File: config.mk
export PLATFORM = sky130hd
export DESIGN_NAME = axil_block_reader
export DESIGN_NICKNAME = d
export VERILOG_FILES = /design/src/rtl/axil_block_reader.sv
export SDC_FILE = /design/constraint.sdc
export NUM_CORES = 1
export LEC_CHECK = 0
export CORE_MARGIN = 2
export CORE_UTILIZATION = 60
export CTS_CLUSTER_DIAMETER = 40
export DETAILED_ROUTE_END_ITERATION = 8
export DONT_BUFFER_PORTS = 1
export GPL_ROUTABILITY_DRIVEN = 1
export GPL_TIMING_DRIVEN = 0
export PLACE_DENSITY = 0.76
export SYNTH_ARGS = -nofsm -noshare
export SYNTH_HDL_FRONTEND = slang
export SYNTH_SLANG_ARGS = --single-unit
File: constraint.sdc
create_clock -name clk_i -period 9.1 [get_ports clk_i]
set_input_delay 1.82 -clock clk_i [delete_from_list [all_inputs] [get_ports clk_i]]
set_output_delay 1.82 -clock clk_i [all_outputs]
set_load 0.01 [all_outputs]
File: src/rtl/axil_block_reader.sv
// AXI-Lite block read master. Fetches num_words_i consecutive DATA_WIDTH words
// starting at base_addr_i and delivers them, in order, on a valid/ready stream.
// Read requests are credit-limited so every outstanding read has a guaranteed
// slot in the output FIFO. This lets r_ready_o stay high for the whole transfer.
//
// Ports:
//   clk_i, rst_i                   clock, asynchronous active-high reset
//   start_i, base_addr_i,
//   num_words_i                    control; sampled on a start accepted in idle
//   busy_o, done_o, error_o        status (done_o one-cycle, error_o sticky)
//   ar_*                           AXI-Lite read address channel
//   r_*                            AXI-Lite read data channel
//   out_data_o/valid_o/ready_i     output stream
module axil_block_reader #(
  parameter int unsigned ADDR_WIDTH = 32,
  parameter int unsigned DATA_WIDTH = 32,
  parameter int unsigned CNT_WIDTH  = 16,
  parameter int unsigned FIFO_DEPTH = 4
) (
  input  logic                  clk_i,
  input  logic                  rst_i,
  input  logic                  start_i,
  input  logic [ADDR_WIDTH-1:0] base_addr_i,
  input  logic [CNT_WIDTH-1:0]  num_words_i,
  output logic                  busy_o,
  output logic                  done_o,
  output logic                  error_o,
  output logic [ADDR_WIDTH-1:0] ar_addr_o,
  output logic [2:0]            ar_prot_o,
  output logic                  ar_valid_o,
  input  logic                  ar_ready_i,
  input  logic [DATA_WIDTH-1:0] r_data_i,
  input  logic [1:0]            r_resp_i,
  input  logic                  r_valid_i,
  output logic                  r_ready_o,
  output logic [DATA_WIDTH-1:0] out_data_o,
  output logic                  out_valid_o,
  input  logic                  out_ready_i
);

  localparam int unsigned PtrW = $clog2(FIFO_DEPTH);
  localparam logic [ADDR_WIDTH-1:0] Stride = ADDR_WIDTH'(DATA_WIDTH / 8);

  localparam logic [1:0] StIdle  = 2'd0;
  localparam logic [1:0] StRun   = 2'd1;
  localparam logic [1:0] StFlush = 2'd2;

  logic [1:0]            state_q, state_d;
  logic                  done_q, done_d;
  logic                  error_q;
  logic [CNT_WIDTH-1:0]  num_q;
  logic [CNT_WIDTH-1:0]  issued_q;
  logic [CNT_WIDTH-1:0]  received_q;
  logic [ADDR_WIDTH-1:0] addr_q;
  logic [PtrW:0]         outst_q;
  logic [PtrW:0]         fifo_cnt_q;
  logic [PtrW-1:0]       wr_ptr_q;
  logic [PtrW-1:0]       rd_ptr_q;
  logic [DATA_WIDTH-1:0] mem_q [FIFO_DEPTH];

  logic          ar_hs;
  logic          r_hs;
  logic          pop;
  logic          start_acc;
  logic [PtrW+1:0] credits;

  // Free FIFO slots not already promised to an in-flight read.
  assign credits = (PtrW + 2)'(FIFO_DEPTH) - {1'b0, fifo_cnt_q} - {1'b0, outst_q};

  assign busy_o      = (state_q != StIdle);
  assign done_o      = done_q;
  assign error_o     = error_q;
  assign ar_prot_o   = 3'b000;
  assign ar_addr_o   = addr_q;
  // Stable while stalled: credits only shrink through an AR handshake.
  assign ar_valid_o  = (state_q == StRun) && (issued_q < num_q) && (credits != '0);
  assign r_ready_o   = busy_o;
  assign out_valid_o = (fifo_cnt_q != '0);
  assign out_data_o  = mem_q[rd_ptr_q];

  assign ar_hs     = ar_valid_o && ar_ready_i;
  assign r_hs      = r_valid_i && r_ready_o;
  assign pop       = out_valid_o && out_ready_i;
  assign start_acc = (state_q == StIdle) && start_i;

  always_comb begin
    state_d = state_q;
    done_d  = 1'b0;
    case (state_q)
      StIdle: begin
        if (start_i) begin
          if (num_words_i != '0) state_d = StRun;
          else                   done_d  = 1'b1;
        end
      end
      StRun: begin
        if (received_q == num_q) state_d = StFlush;
      end
      StFlush: begin
        if (fifo_cnt_q == '0) begin
          state_d = StIdle;
          done_d  = 1'b1;
        end
      end
      default: state_d = StIdle;
    endcase
  end

  always_ff @(posedge clk_i or posedge rst_i) begin
    if (rst_i) begin
      state_q    <= StIdle;
      done_q     <= 1'b0;
      error_q    <= 1'b0;
      num_q      <= '0;
      issued_q   <= '0;
      received_q <= '0;
      addr_q     <= '0;
      outst_q    <= '0;
      fifo_cnt_q <= '0;
      wr_ptr_q   <= '0;
      rd_ptr_q   <= '0;
      for (int i = 0; i < FIFO_DEPTH; i++) mem_q[i] <= '0;
    end else begin
      state_q <= state_d;
      done_q  <= done_d;

      if (start_acc) begin
        error_q <= 1'b0;
        if (num_words_i != '0) begin
          num_q      <= num_words_i;
          addr_q     <= base_addr_i;
          issued_q   <= '0;
          received_q <= '0;
        end
      end else if (r_hs && (r_resp_i != 2'b00)) begin
        error_q <= 1'b1;
      end

      if (ar_hs) begin
        issued_q <= issued_q + 1'b1;
        addr_q   <= addr_q + Stride;
      end

      if (r_hs) begin
        received_q      <= received_q + 1'b1;
        mem_q[wr_ptr_q] <= r_data_i;
        wr_ptr_q        <= wr_ptr_q + 1'b1;
      end

      if (pop) rd_ptr_q <= rd_ptr_q + 1'b1;

      if (ar_hs && !r_hs)      outst_q <= outst_q + 1'b1;
      else if (!ar_hs && r_hs) outst_q <= outst_q - 1'b1;

      if (r_hs && !pop)      fifo_cnt_q <= fifo_cnt_q + 1'b1;
      else if (!r_hs && pop) fifo_cnt_q <= fifo_cnt_q - 1'b1;
    end
  end

endmodule

==> After elaboration in Yosys (flattened, before gate mapping) <==
Cells that the tools add are included.
{ "totals": {"inputBits": 88, "latchBits": 0, "n_memories": 0, "out_inout_bits": 73, "word_cells": 100, "reg_bits": 222, "rom_bits": 0, "ramBits": 0} }
{ "classes": {"bitwise": 2, "mul": 0, "div_mod_pow": 0, "mux": 28, "eq_ne": 7, "add_sub_neg": 11, "shifts": 0, "n_reduce_logical": 33, "order_cmp": 4} }
{ "op_table": {"columns": ["operator", "n"], "rows": [
  ["2-to-1 mux 32 bit", 6],
  ["bitwise mux 128 bit", 1],
  ["binary-select mux 32 bit (select 2 bit)", 1],
  ["demux 32 bit (select 2 bit)", 1],
  ["2-to-1 mux 16 bit", 4],
  ["adder 16 x 1 -> 16 bit (second input constant)", 2],
  ["adder 32 x 3 -> 32 bit (second input constant)", 1],
  ["nonzero test 2 bit", 9],
  ["== test 16 bit", 1],
  ["less-than comparator 16 bit", 1],
  ["nonzero test 16 bit", 1],
  ["logical AND 1 bit", 12],
  ["2-to-1 mux 3 bit", 4],
  ["2-to-1 mux 2 bit", 4],
  ["adder 3 x 1 -> 3 bit (second input constant)", 2],
  ["greater-or-equal comparator 3 bit (second input constant)", 2],
  ["NOT 2 -> 3 bit", 2],
  ["one-hot mux 2 bit (3 select lines)", 1],
  ["AND reduction 2 bit", 3],
  ["subtractor 3 x 1 -> 3 bit (second input constant)", 2],
  ["2-to-1 mux 1 bit", 5],
  ["adder 2 x 1 -> 2 bit (second input constant)", 2],
  ["inequality test 2 x 1 -> 1 bit (second input constant)", 2],
  ["inequality test 2 bit (second input constant)", 2],
  ["12 further kinds", 14]
]} }

==> Depth between registers and ports, before layout <==
Gate-level depths: netlist (run 1).
{ "logic_depth": {"word_depth": 9, "mapped_depth": 17, "mapped_depth_nobuf": 16} }

==> Worst setup path before layout (run 1) <==
No wires, ideal clock.
{ "synth_timing": {"kind": "flip-flop to output port", "start": "reg fifo_cnt_q[1]", "end": "out ar_valid_o", "path_buffers": 1, "arrival_ns": 2.222, "stages_incl_launch_ff": 10, "path_slack_ns": 5.058, "required_time_ns": 7.280, "cell_sequence": "dfrtp_1 > ha_1 > inv_1 > ha_1 > fa_1 > xnor2_1 > nor4_2 > a2111oi_4 > and2_1 > clkbuf_1"} }
{ "synth_between": {"elab_chain_cells": 4} }
{ "synth_lines": {"columns": ["item", "line_no", "text"], "rows": [
  ["start: declaration", "56", "logic [PtrW:0] fifo_cnt_q;"],
  ["start signal: assignment", "155", "if (r_hs && !pop) fifo_cnt_q <= fifo_cnt_q + 1'b1;"],
  ["start signal: assignment", "156", "else if (!r_hs && pop) fifo_cnt_q <= fifo_cnt_q - 1'b1;"],
  ["subtractor 3 x 3 -> 4 bit", "68", "assign credits = (PtrW + 2)'(FIFO_DEPTH) - {1'b0, fifo_cnt_q} - {1'b0, outst_q};"],
  ["subtractor 4 x 3 -> 4 bit", "68", null],
  ["nonzero test 4 bit", "76", "assign ar_valid_o = (state_q == StRun) && (issued_q < num_q) && (credits != '0);"],
  ["logical AND 1 bit", "76", null],
  ["end: declaration", "30", "output logic ar_valid_o,"]
]} }
No other way between the ends.

==> Worst setup path after layout (run 1) <==
Same ends and word-level chain as after synthesis.

==> results of run 1 <==
-- power groups by stage --
stage / sequential (mW) / clock, mW / combinational, mW
4_1_cts: 1.54 / 1.40 / 1.30
3_3_place_gp: 1.53 / 0 / 1.25
2_1_floorplan: 1.48 / 0 / 1.07
6_report: 1.54 / 1.37 / 1.28
5_1_grt: 1.58 / 1.44 / 1.39
3_5_place_dp: 1.55 / 0 / 1.29
-- layer usage --
layer	up-vias	part of all wire, %	global-route usage [%]	wire length [um]
met4	0	2.6	8.347	659
met2	266	50	45.69	12710
li1	3450	-	-	-
met1	3755	38	31.89	9674
met5	-	0	0	0
met3	59	9.0	9.291	2270
-- worst paths after layout --
path	startpoint	end	slack (ps)	depth (start not counted)
max	fifo_cnt_q[1]$_DFFE_PP0P_	ar_valid_o	4260	8
min	outst_q[2]$_DFFE_PP0P_	outst_q[2]$_DFFE_PP0P_	480	1
max reg2reg	fifo_cnt_q[1]$_DFFE_PP0P_	outst_q[2]$_DFFE_PP0P_	5140	17
min reg2reg	outst_q[2]$_DFFE_PP0P_	outst_q[2]$_DFFE_PP0P_	480	1
max in group asynchronous	rst_i	mem_q[52]$_DFFE_PP0P_	6750	2
min in group asynchronous	rst_i	error_o$_DFFE_PP0P_	1360	1
-- layout make-up --
cell class / instances / area, um^2
flip-flops and latches: 222 / 5555
clock buffers: 43 / 978.4
clock inverters: 18 / 242.7
fillers: 1263 / 5435
repair buffers: 1 / 27.53
inverters: 48 / 187.7
plain buffers: 51 / 236.5
multi-input cells: 604 / 5014
well taps: 229 / 286.5
-- worst max-delay path, delay by kind of cell, from the launching register on --
kind	cells	cell delay, ps
fa+ha+maj	3	950
flops	1	430
buf+inv	2	220
simple gates	2	780
compound gates	1	140
-- kinds of logic after synthesis --
| kind of cell | synth area share (%) |
|---|---|
| AOI/OAI and AO/OA | 8.788 |
| xor gates and xnor gates | 2.234 |
| adders and majority gates | 3.738 |
| buffers and inverters | 3.795 |
| DFF | 50.60 |
| muxes | 20.72 |
| other | 0.03416 |
| and+or+nand+nor | 10.09 |
-- cell usage in the layout, fill, tap and decap left out, drive strengths merged, types with 10 or more instances in the layout --
master / n
dfrtp: 222
mux2: 130
nand2: 92
clkbuf: 65
mux4: 32
buf: 30
nand3: 36
inv: 50
nor4: 11
o21ai: 65
xnor2: 24
o311ai: 10
ha: 28
nand4: 23
a21oi: 18
nor2: 31
-- Yosys cell counts (all sizes together), types with 8 or more instances --
| library cell | instances | area share, % |
|---|---|---|
| buf | 29 | 1.4 |
| a21oi | 18 | 0.85 |
| nand2 | 92 | 3.2 |
| o211ai | 8 | 0.55 |
| nor2 | 31 | 1.1 |
| ha | 28 | 3.2 |
| inv | 48 | 1.6 |
| and3 | 8 | 0.46 |
| nand3 | 36 | 1.6 |
| o31ai | 9 | 0.74 |
| mux2 | 130 | 13 |
| mux2i | 9 | 0.82 |
| mux4 | 32 | 6.6 |
| dfrtp | 222 | 51 |
| nor3 | 8 | 0.50 |
| nor4 | 11 | 0.74 |
| nand4 | 23 | 1.3 |
| o311ai | 10 | 0.87 |
| o21ai | 65 | 3.0 |
| xnor2 | 24 | 1.9 |
| clkbuf | 22 | 0.75 |
-- registers in the layout, indices dropped and copies added (netlist names) --
register,flops
ar_addr_o,32
error_o,1
mem_q,128
done_o,1
rd_ptr_q,2
outst_q,3
issued_q,16
fifo_cnt_q,3
state_q,2
received_q,16
num_q,16
wr_ptr_q,2
-- through the flow --
stage	setup TNS [ps]	hold WS, ps	worst slack (ps)	power, mW
global route	0	502.9	4108	4.415
global placement	-259440	465.7	-1181	2.772
finish	0	480.9	4262	4.197
floorplan	0	448.0	1202	2.548
CTS	0	484.5	4253	4.232
detailed placement	0	475.4	4796	2.841
==> results.py, run 1 <==
metrics = {
    "critical_path": {
        "path_cells": "ha_1 -> inv_1 -> ha_1 -> fa_1 -> nor4_2 -> a2111oi_4 -> and2_1 -> clkbuf_1",
        "critical_path.startpoint_type": "flop",
        "slowest_delay_ps": 580,
        "cp_slowest_cell": "nor4_2",
        "crit_type": "flop to output port",
        "worstPathMaxFanout": 5,
        "cp.required_ps": 7280,
        "worstPathArrival_ps": 3020,
        "cpMostUsedCell": "ha_1",
        "endpoint_kind": "output port",
    },
    "synth": {
        "synth_edf_count": 0,
        "synthFlopType": "dfrtp_1",
        "syn_inst": 923,
        "syn_area_um2": 10980,
        "avgSynthCellArea_um2": 11.89,
        "ys_seq_area_share_pct": 50.60,
        "synthArstFlopShare_pct": 100.0,
        "yosys_warnings": 0,
        "netlist-cell-type-count": 57,
        "synth-seq-cells": 222,
    },
    "global_route": {
        "antenna_found_initial": 0,
        "grt_max_degree": 123,
        "overflow": 0,
        "grt_pass1_vias": 7986,
        "grt_usage_pct": 26.69,
        "grt_pass1_wl_mm": 41.59,
    },
    "clock_tree": {
        "cts_tree": "yes",
        "cts_resized": 0,
        "post-cts-setup-buffers": 0,
        "clk_pin_slew_ps": 50,
        "clock-sinks": 222,
        "clockRootBuffer": "clkbuf_16",
        "insertion_delay_ps": 500,
        "cts-hold-fix-buffers": 0,
        "h-tree-depth": 2,
        "clockBufferDepth": 3,
        "numCtsBuffers": 35,
    },
    "power_and_ir_drop": {
        "switching_share_pct": 30.72,
        "peakVddDrop_uv": 260.8,
        "p_per_area_nw_per_um2": 335.0,
        "p_clk_share_pct": 32.7,
        "power_switching_mw": 1.289,
        "p_int_mw": 2.908,
        "leakage_nw": 5.438,
        "power_frac_seq_pct": 36.7,
        "combPwrFrac_pct": 30.6,
    },
    "timing": {
        "final-setup-viol-count": 0,
        "fmax_mhz": 206.7,
        "drv_slew": 0,
        "rsz0062_at_grt": "false",
        "min_period_ps": 4838,
        "max_slew_margin_pct": 42.82,
        "worstMarginPinSlew_ps": 857.7,
        "timing.final.crit_share_pct": 53.16,
        "hold_violations": 0,
        "fin_worst_skew_ps": 12.49,
    },
    "die": {
        "io_pins": 161,
        "dieArea_um2": 19390,
        "core_area_um2": 17960,
        "dieWidth_um": 139.3,
        "start_util_pct": 61.11,
        "die_h_um": 139.3,
        "num_rows": 49,
    },
    "placed_design": {
        "hpwlAfterDp_mm": 17.55,
        "place_inst": 1155,
        "dpl_cell_area_um2": 11310,
        "gp_congestion": 0.8672,
        "numPortBuffers": 0,
    },
    "cells_and_area": {
        "final_core_util_pct": 69.74,
        "syn2layout_area_growth_pct": 14.12,
        "fin_area_um2": 12530,
        "layout.nets": 1082,
        "diodes": 0,
        "layout.cells.non_filler": 1216,
        "layout-drive-gt1-share_pct": 26.65,
    },
    "detailed_routing": {
        "wl_per_cell_um": 20.82,
        "drtAntennaViolNets": 0,
        "drt-total-wl_mm": 25.32,
        "vias": 7530,
        "drc": 0,
        "drt_iter0_drc": 365,
        "first_pass_iters": 5,
        "via_per_inst": 6.192,
    },
    "worst_hold_path": {
        "hold_class": "flop to flop",
    },
    "run_status": {
        "status": "finished clean",
    },
    "run": {
        "maxCapViolCount": 0,
    },
}
Note: power is estimated with default switching activity, not from simulation.
==> run 2, diff against run 1 <==
==> constraint.sdc (replaced) <==
create_clock -name clk_i -period 4.7 [get_ports clk_i]
set_input_delay 0.94 -clock clk_i [delete_from_list [all_inputs] [get_ports clk_i]]
set_output_delay 0.94 -clock clk_i [all_outputs]
set_load 0.01 [all_outputs]
==> run 2 against run 1 <==
Global-route usage is 0.069 points lower. Register-to-register slack worse by 4400 ps. Final area up 0.13%. Sequential power increased by 93%. Non-clock buffer count grew 5. Combinational power grew 95%. Sequential cell count unchanged. Wire length is 0.40% lower. Largest power group unchanged. Highest routed layer unchanged.
==> results.py, run 2 (synthesis results as in run 1) <==
metrics = {
    "global_route": {
        "overflow": 0,
        "grt_pass1_vias": 8011,
        "grt_max_degree": 43,
        "met1_usage_pct": 32.96,
        "antenna_found_initial": 0,
        "grt_util_met2_pct": 44.14,
        "top_usage_layer": "met2",
        "grt_pass1_wl_mm": 41.73,
        "gr-usage-met3_pct": 8.672,
        "grt_usage_pct": 26.62,
    },
    "clock_tree": {
        "h-tree-depth": 2,
        "clockBufferDepth": 3,
        "post-cts-setup-buffers": 0,
        "clock-sinks": 222,
        "clk_pin_slew_ps": 60,
        "clockRootBuffer": "clkbuf_16",
        "cts-hold-fix-buffers": 0,
        "insertion_delay_ps": 520,
        "numCtsBuffers": 34,
        "cts_resized": 0,
        "cts_tree": "yes",
    },
    "die": {
        "dieArea_um2": 19390,
        "io_pins": 161,
        "die_h_um": 139.3,
        "dieWidth_um": 139.3,
        "num_rows": 49,
        "core_area_um2": 17960,
        "start_util_pct": 61.11,
    },
    "detailed_routing": {
        "drt-total-wl_mm": 25.22,
        "via_per_inst": 6.106,
        "drt_iter0_drc": 284,
        "drc": 0,
        "first_pass_iters": 4,
        "wl_per_cell_um": 20.63,
        "drtAntennaViolNets": 0,
        "vias": 7462,
    },
    "cells_and_area": {
        "final_common_cell": "dfrtp_1",
        "layout.cells.non_filler": 1222,
        "largest_register_ffs": 128,
        "top_register": "mem_q",
        "final_cell_mix": "dfrtp_1 (222), mux2_2 (130), nand2_1 (91), o21ai_0 (55), inv_1 (46)",
        "diodes": 0,
        "layout.nets": 1086,
        "layout-drive-gt1-share_pct": 27.19,
        "syn2layout_area_growth_pct": 14.27,
    },
    "critical_path": {
        "crit_type": "flop to flop",
        "critical_path.startpoint_type": "flop",
        "cp.required_ps": 5150,
        "endpoint_kind": "flop",
        "worstPathArrival_ps": 4400,
        "worstPathMaxFanout": 10,
        "ff2ff_path_depth": 17,
    },
    "timing": {
        "fmax_mhz": 252.5,
        "rsz0062_at_grt": "false",
        "max_slew_margin_pct": 45.81,
        "final-setup-viol-count": 0,
        "final.setup.tns_ps": 0,
        "min_period_ps": 3960,
        "drv_slew": 0,
        "fin_worst_skew_ps": 29.36,
        "hold_violations": 0,
        "timing.final.crit_share_pct": 84.25,
        "worstMarginPinSlew_ps": 812.8,
    },
    "power_and_ir_drop": {
        "p_per_area_nw_per_um2": 636.6,
        "switching_share_pct": 31.65,
        "peakVddDrop_uv": 501.5,
        "power_switching_mw": 2.528,
        "p_int_mw": 5.458,
        "power_frac_seq_pct": 37.2,
        "p_clk_share_pct": 31.5,
        "leakage_nw": 5.450,
        "combPwrFrac_pct": 31.3,
    },
    "placed_design": {
        "numPortBuffers": 0,
        "gp_congestion": 0.8763,
        "place_inst": 1160,
        "hpwlAfterDp_mm": 17.94,
    },
    "run": {
        "maxCapViolCount": 0,
    },
    "worst_hold_path": {
        "hold_class": "input pin to asynchronous set/reset pin",
    },
    "run_status": {
        "status": "finished clean",
    },
}
[run 2: final cells by class]
cell class / count / area [um^2]
Sequential cell: 222 / 5555
Fill cell: 1263 / 5419
Multi-Input combinational cell: 604 / 5014
Clock buffer: 40 / 913.4
Tap cell: 229 / 286.5
Buffer: 51 / 236.5
Clock inverter: 22 / 235.2
Inverter: 48 / 183.9
Timing Repair Buffer: 6 / 120.1
[run 2: layer usage]
| layer | vias to the layer above | wire length, um |
|---|---|---|
| li1 | 3473 | - |
| met1 | 3707 | 10090 |
| met2 | 234 | 12300 |
| met3 | 48 | 2130 |
| met4 | 0 | 692 |
| met5 | - | 0 |
[run 2: final timing paths]
kind                                                start                      to  slack [ps]
worst max-delay path            fifo_cnt_q[1]$_DFFE_PP0P_  outst_q[2]$_DFFE_PP0P_         740
worst min-delay path                                rst_i   mem_q[94]$_DFFE_PP0P_         370
max in group asynchronous                           rst_i  mem_q[106]$_DFFE_PP0P_        3500
min in group clk_i                 outst_q[2]$_DFFE_PP0P_  outst_q[2]$_DFFE_PP0P_         490
worst min register to register     outst_q[2]$_DFFE_PP0P_  outst_q[2]$_DFFE_PP0P_         490
worst max register to register  fifo_cnt_q[1]$_DFFE_PP0P_  outst_q[2]$_DFFE_PP0P_         740
[run 2: worst max-delay path, cell delays in order, from the launching register on]
cell,delay (ps)
dfrtp_1,440
ha_1,310
inv_1,40
ha_1,200
fa_1,380
xnor2_1,200
nor4_2,100
a2111oi_4,380
and2_4,240
nand2_4,90
inv_2,160
buf_2,270
ha_1,220
inv_1,60
fa_1,370
xor2_1,170
nor2_1,110
xor2_1,150
[run 2: power groups by stage]
stage | sequential, mW | combinational, mW | clock (mW)
floorplan | 2.87 | 2.07 | 0
global placement | 2.96 | 2.42 | 0
detailed placement | 2.99 | 2.52 | 0
CTS | 2.97 | 2.54 | 2.55
global route | 3.05 | 2.71 | 2.63
finish | 2.97 | 2.50 | 2.52
[run 2: per-stage QoR]
stage | setup WS (ps) | util, % | power, mW | hold slack (ps) | instance area [um^2]
after floorplan | 863.9 | - | 4.934 | 448.0 | 10990
after global placement | -343.0 | 62.77 | 5.375 | 468.0 | 11280
after detailed placement | 728.2 | 63.44 | 5.514 | 478.1 | 11400
after CTS | 717.4 | 69.83 | 8.057 | 360.2 | 12540
after global routing | 451.2 | 69.83 | 8.390 | 390.8 | 12540
final | 740.1 | 69.83 | 7.986 | 365.1 | 12540
==> run 3, diff against run 2 <==
==> constraint.sdc (replaced) <==
create_clock -name clk_i -period 3.8 [get_ports clk_i]
set_input_delay 0.76 -clock clk_i [delete_from_list [all_inputs] [get_ports clk_i]]
set_output_delay 0.76 -clock clk_i [all_outputs]
set_load 0.01 [all_outputs]
==> run 3 against run 2 <==
Critical path depth fell by 9. Register-to-register slack got worse by 510 ps. Wire length is the same. First-iteration DRC count down 0.70%. Global-route usage about the same. Sequential cell count unchanged. Sequential power is 24% higher. Die area stayed put. Clock power is 23% higher. Clock skew shrank 0.59 ps. Core utilization barely moved. Non-clock buffer count shrank 1. Critical path type is now flop to output port. Largest cell class unchanged.
==> results.py, run 3 (synthesis results as in run 1) <==
metrics = {
    "run_status": {
        "status": "finished clean",
    },
    "cells_and_area": {
        "final_common_cell": "dfrtp_1",
        "diodes": 0,
        "layout.nets": 1085,
        "fill_cells": 1263,
        "top_register": "mem_q",
        "syn2layout_area_growth_pct": 14.30,
        "fin_area_um2": 12550,
        "multi_input_area_um2": 5014,
        "final_cell_mix": "dfrtp_1 (222), mux2_2 (130), nand2_1 (91), o21ai_0 (55), inv_1 (46)",
        "ff_latch_area_um2": 5555,
        "largest_register_ffs": 128,
        "layout-drive-gt1-share_pct": 27.22,
    },
    "detailed_routing": {
        "drc": 0,
        "drt-total-wl_mm": 25.22,
        "via_per_inst": 6.121,
        "drt_iter0_drc": 282,
        "first_pass_iters": 5,
        "drtAntennaViolNets": 0,
        "wl_per_cell_um": 20.65,
        "vias": 7474,
    },
    "critical_path": {
        "path_cells": "ha_1 -> inv_1 -> ha_1 -> fa_1 -> nor4_2 -> a2111oi_4 -> and2_1 -> clkbuf_2",
        "r2r-start": "fifo_cnt_q[1]$_DFFE_PP0P_",
        "cp_slowest_cell": "nor4_2",
        "slowest_delay_ps": 540,
        "worstPathArrival_ps": 2930,
        "worstPathMaxFanout": 5,
        "cp.required_ps": 3040,
        "endpoint_kind": "output port",
        "critical_path.startpoint_type": "flop",
        "ff2ff_path_depth": 13,
        "reg2reg_setup_slack_ps": 230,
        "crit_type": "flop to output port",
        "r2r_end": "outst_q[1]$_DFFE_PP0P_",
        "cpMostUsedCell": "ha_1",
    },
    "clock_tree": {
        "clockRootBuffer": "clkbuf_16",
        "post-cts-setup-buffers": 0,
        "insertion_delay_ps": 520,
        "numCtsBuffers": 34,
        "clock-sinks": 222,
        "cts_tree": "yes",
        "clockBufferDepth": 3,
        "clk_pin_slew_ps": 60,
        "h-tree-depth": 2,
    },
    "die": {
        "dieWidth_um": 139.3,
        "core_area_um2": 17960,
        "io_pins": 161,
        "dieArea_um2": 19390,
        "start_util_pct": 61.11,
        "num_rows": 49,
        "die_h_um": 139.3,
    },
    "placed_design": {
        "hpwlAfterDp_mm": 17.94,
        "gp_congestion": 0.8763,
        "numPortBuffers": 0,
        "dpl_cell_area_um2": 11400,
    },
    "timing": {
        "min_period_ps": 3688,
        "drv_slew": 0,
        "fin_worst_skew_ps": 28.77,
        "timing.final.crit_share_pct": 97.04,
        "final.setup.tns_ps": 0,
        "hold_violations": 0,
        "worstMarginPinSlew_ps": 812.6,
        "final-setup-viol-count": 0,
        "rsz0062_at_grt": "true",
        "max_slew_margin_pct": 45.83,
        "whs_ps": 184.7,
        "fmax_mhz": 271.2,
    },
    "worst_hold_path": {
        "hold_class": "input pin to asynchronous set/reset pin",
    },
    "power_and_ir_drop": {
        "peakVddDrop_uv": 620.1,
        "leakage_nw": 5.450,
        "p_per_area_nw_per_um2": 787.4,
    },
    "run": {
        "maxCapViolCount": 0,
    },
    "global_route": {
        "antenna_found_initial": 0,
        "grt_usage_pct": 26.59,
        "overflow": 0,
        "grt_max_degree": 43,
        "grt_pass1_vias": 8013,
        "grt_pass1_wl_mm": 41.69,
    },
}
[run 3: report_power, final]
group / switching (mW) / internal (mW)
logic: 1.49 / 1.60
clock network: 1.16 / 1.95
registers: 0.481 / 3.20
[run 3: worst max-delay path by stage]
stage	endpoint	depth (start not counted)	startpoint	slack (ps)
3_3_place_gp	mem_q[84]$_DFFE_PP0P_	1	rst_i	-1060
4_1_cts	outst_q[2]$_DFFE_PP0P_	16	fifo_cnt_q[1]$_DFFE_PP0P_	40
6_report	ar_valid_o	8	fifo_cnt_q[1]$_DFFE_PP0P_	110
3_5_place_dp	outst_q[2]$_DFFE_PP0P_	17	fifo_cnt_q[1]$_DFFE_PP0P_	-170
5_1_grt	ar_valid_o	8	fifo_cnt_q[1]$_DFFE_PP0P_	-40
2_1_floorplan	ar_addr_o[0]$_DFFE_PP0P_	1	rst_i	140
[run 3: layout make-up]
type	instances	area share (%)
Buffer	50	1.855
Clock buffer	40	7.279
Clock inverter	22	1.875
Inverter	48	1.526
Multi-Input combinational cell	604	39.95
Sequential cell	222	44.27
Tap cell	229	2.283
Timing Repair Buffer	6	0.9572
[run 3: layer usage]
layer	global-route usage, %	vias to the layer above	share of wire [%]
met5	0	-	0
met4	9.569	0	2.8
met3	8.672	48	8.7
met2	44.14	252	49
met1	32.87	3706	40
li1	-	3468	-
[run 3: per-stage QoR]
stage                     power (mW)  util (%)  instances  setup WS [ps]
after global placement         6.648     62.77       1154          -1063
final                          9.880     69.85       1221          112.5
after detailed placement       6.820     63.44       1160         -171.8
after floorplan                6.103         -        925          143.9
after global routing           10.38     69.85       1221         -43.23
after CTS                      9.965     69.83       1221          44.48
[run 3: timing repair]
item | 4_1_cts | 5_1_grt
gates resized for setup | 2 | 2
pin swaps | 0 | 1
setup endpoints to repair | 3 | 3
hold buffers | 0 | 0
gates cloned | 0 | 0
endpoints found under the hold margin | 0 | 0
[run 3: worst max-delay path: cells and delay by family, from the launching register on]
kind	cells	cell delay [ps]
adder cells (fa/ha/maj)	3	970
AND/OR/NAND/NOR	2	730
flip-flops	1	440
buffers and inverters	2	200
AO/OA/AOI/OAI	1	80
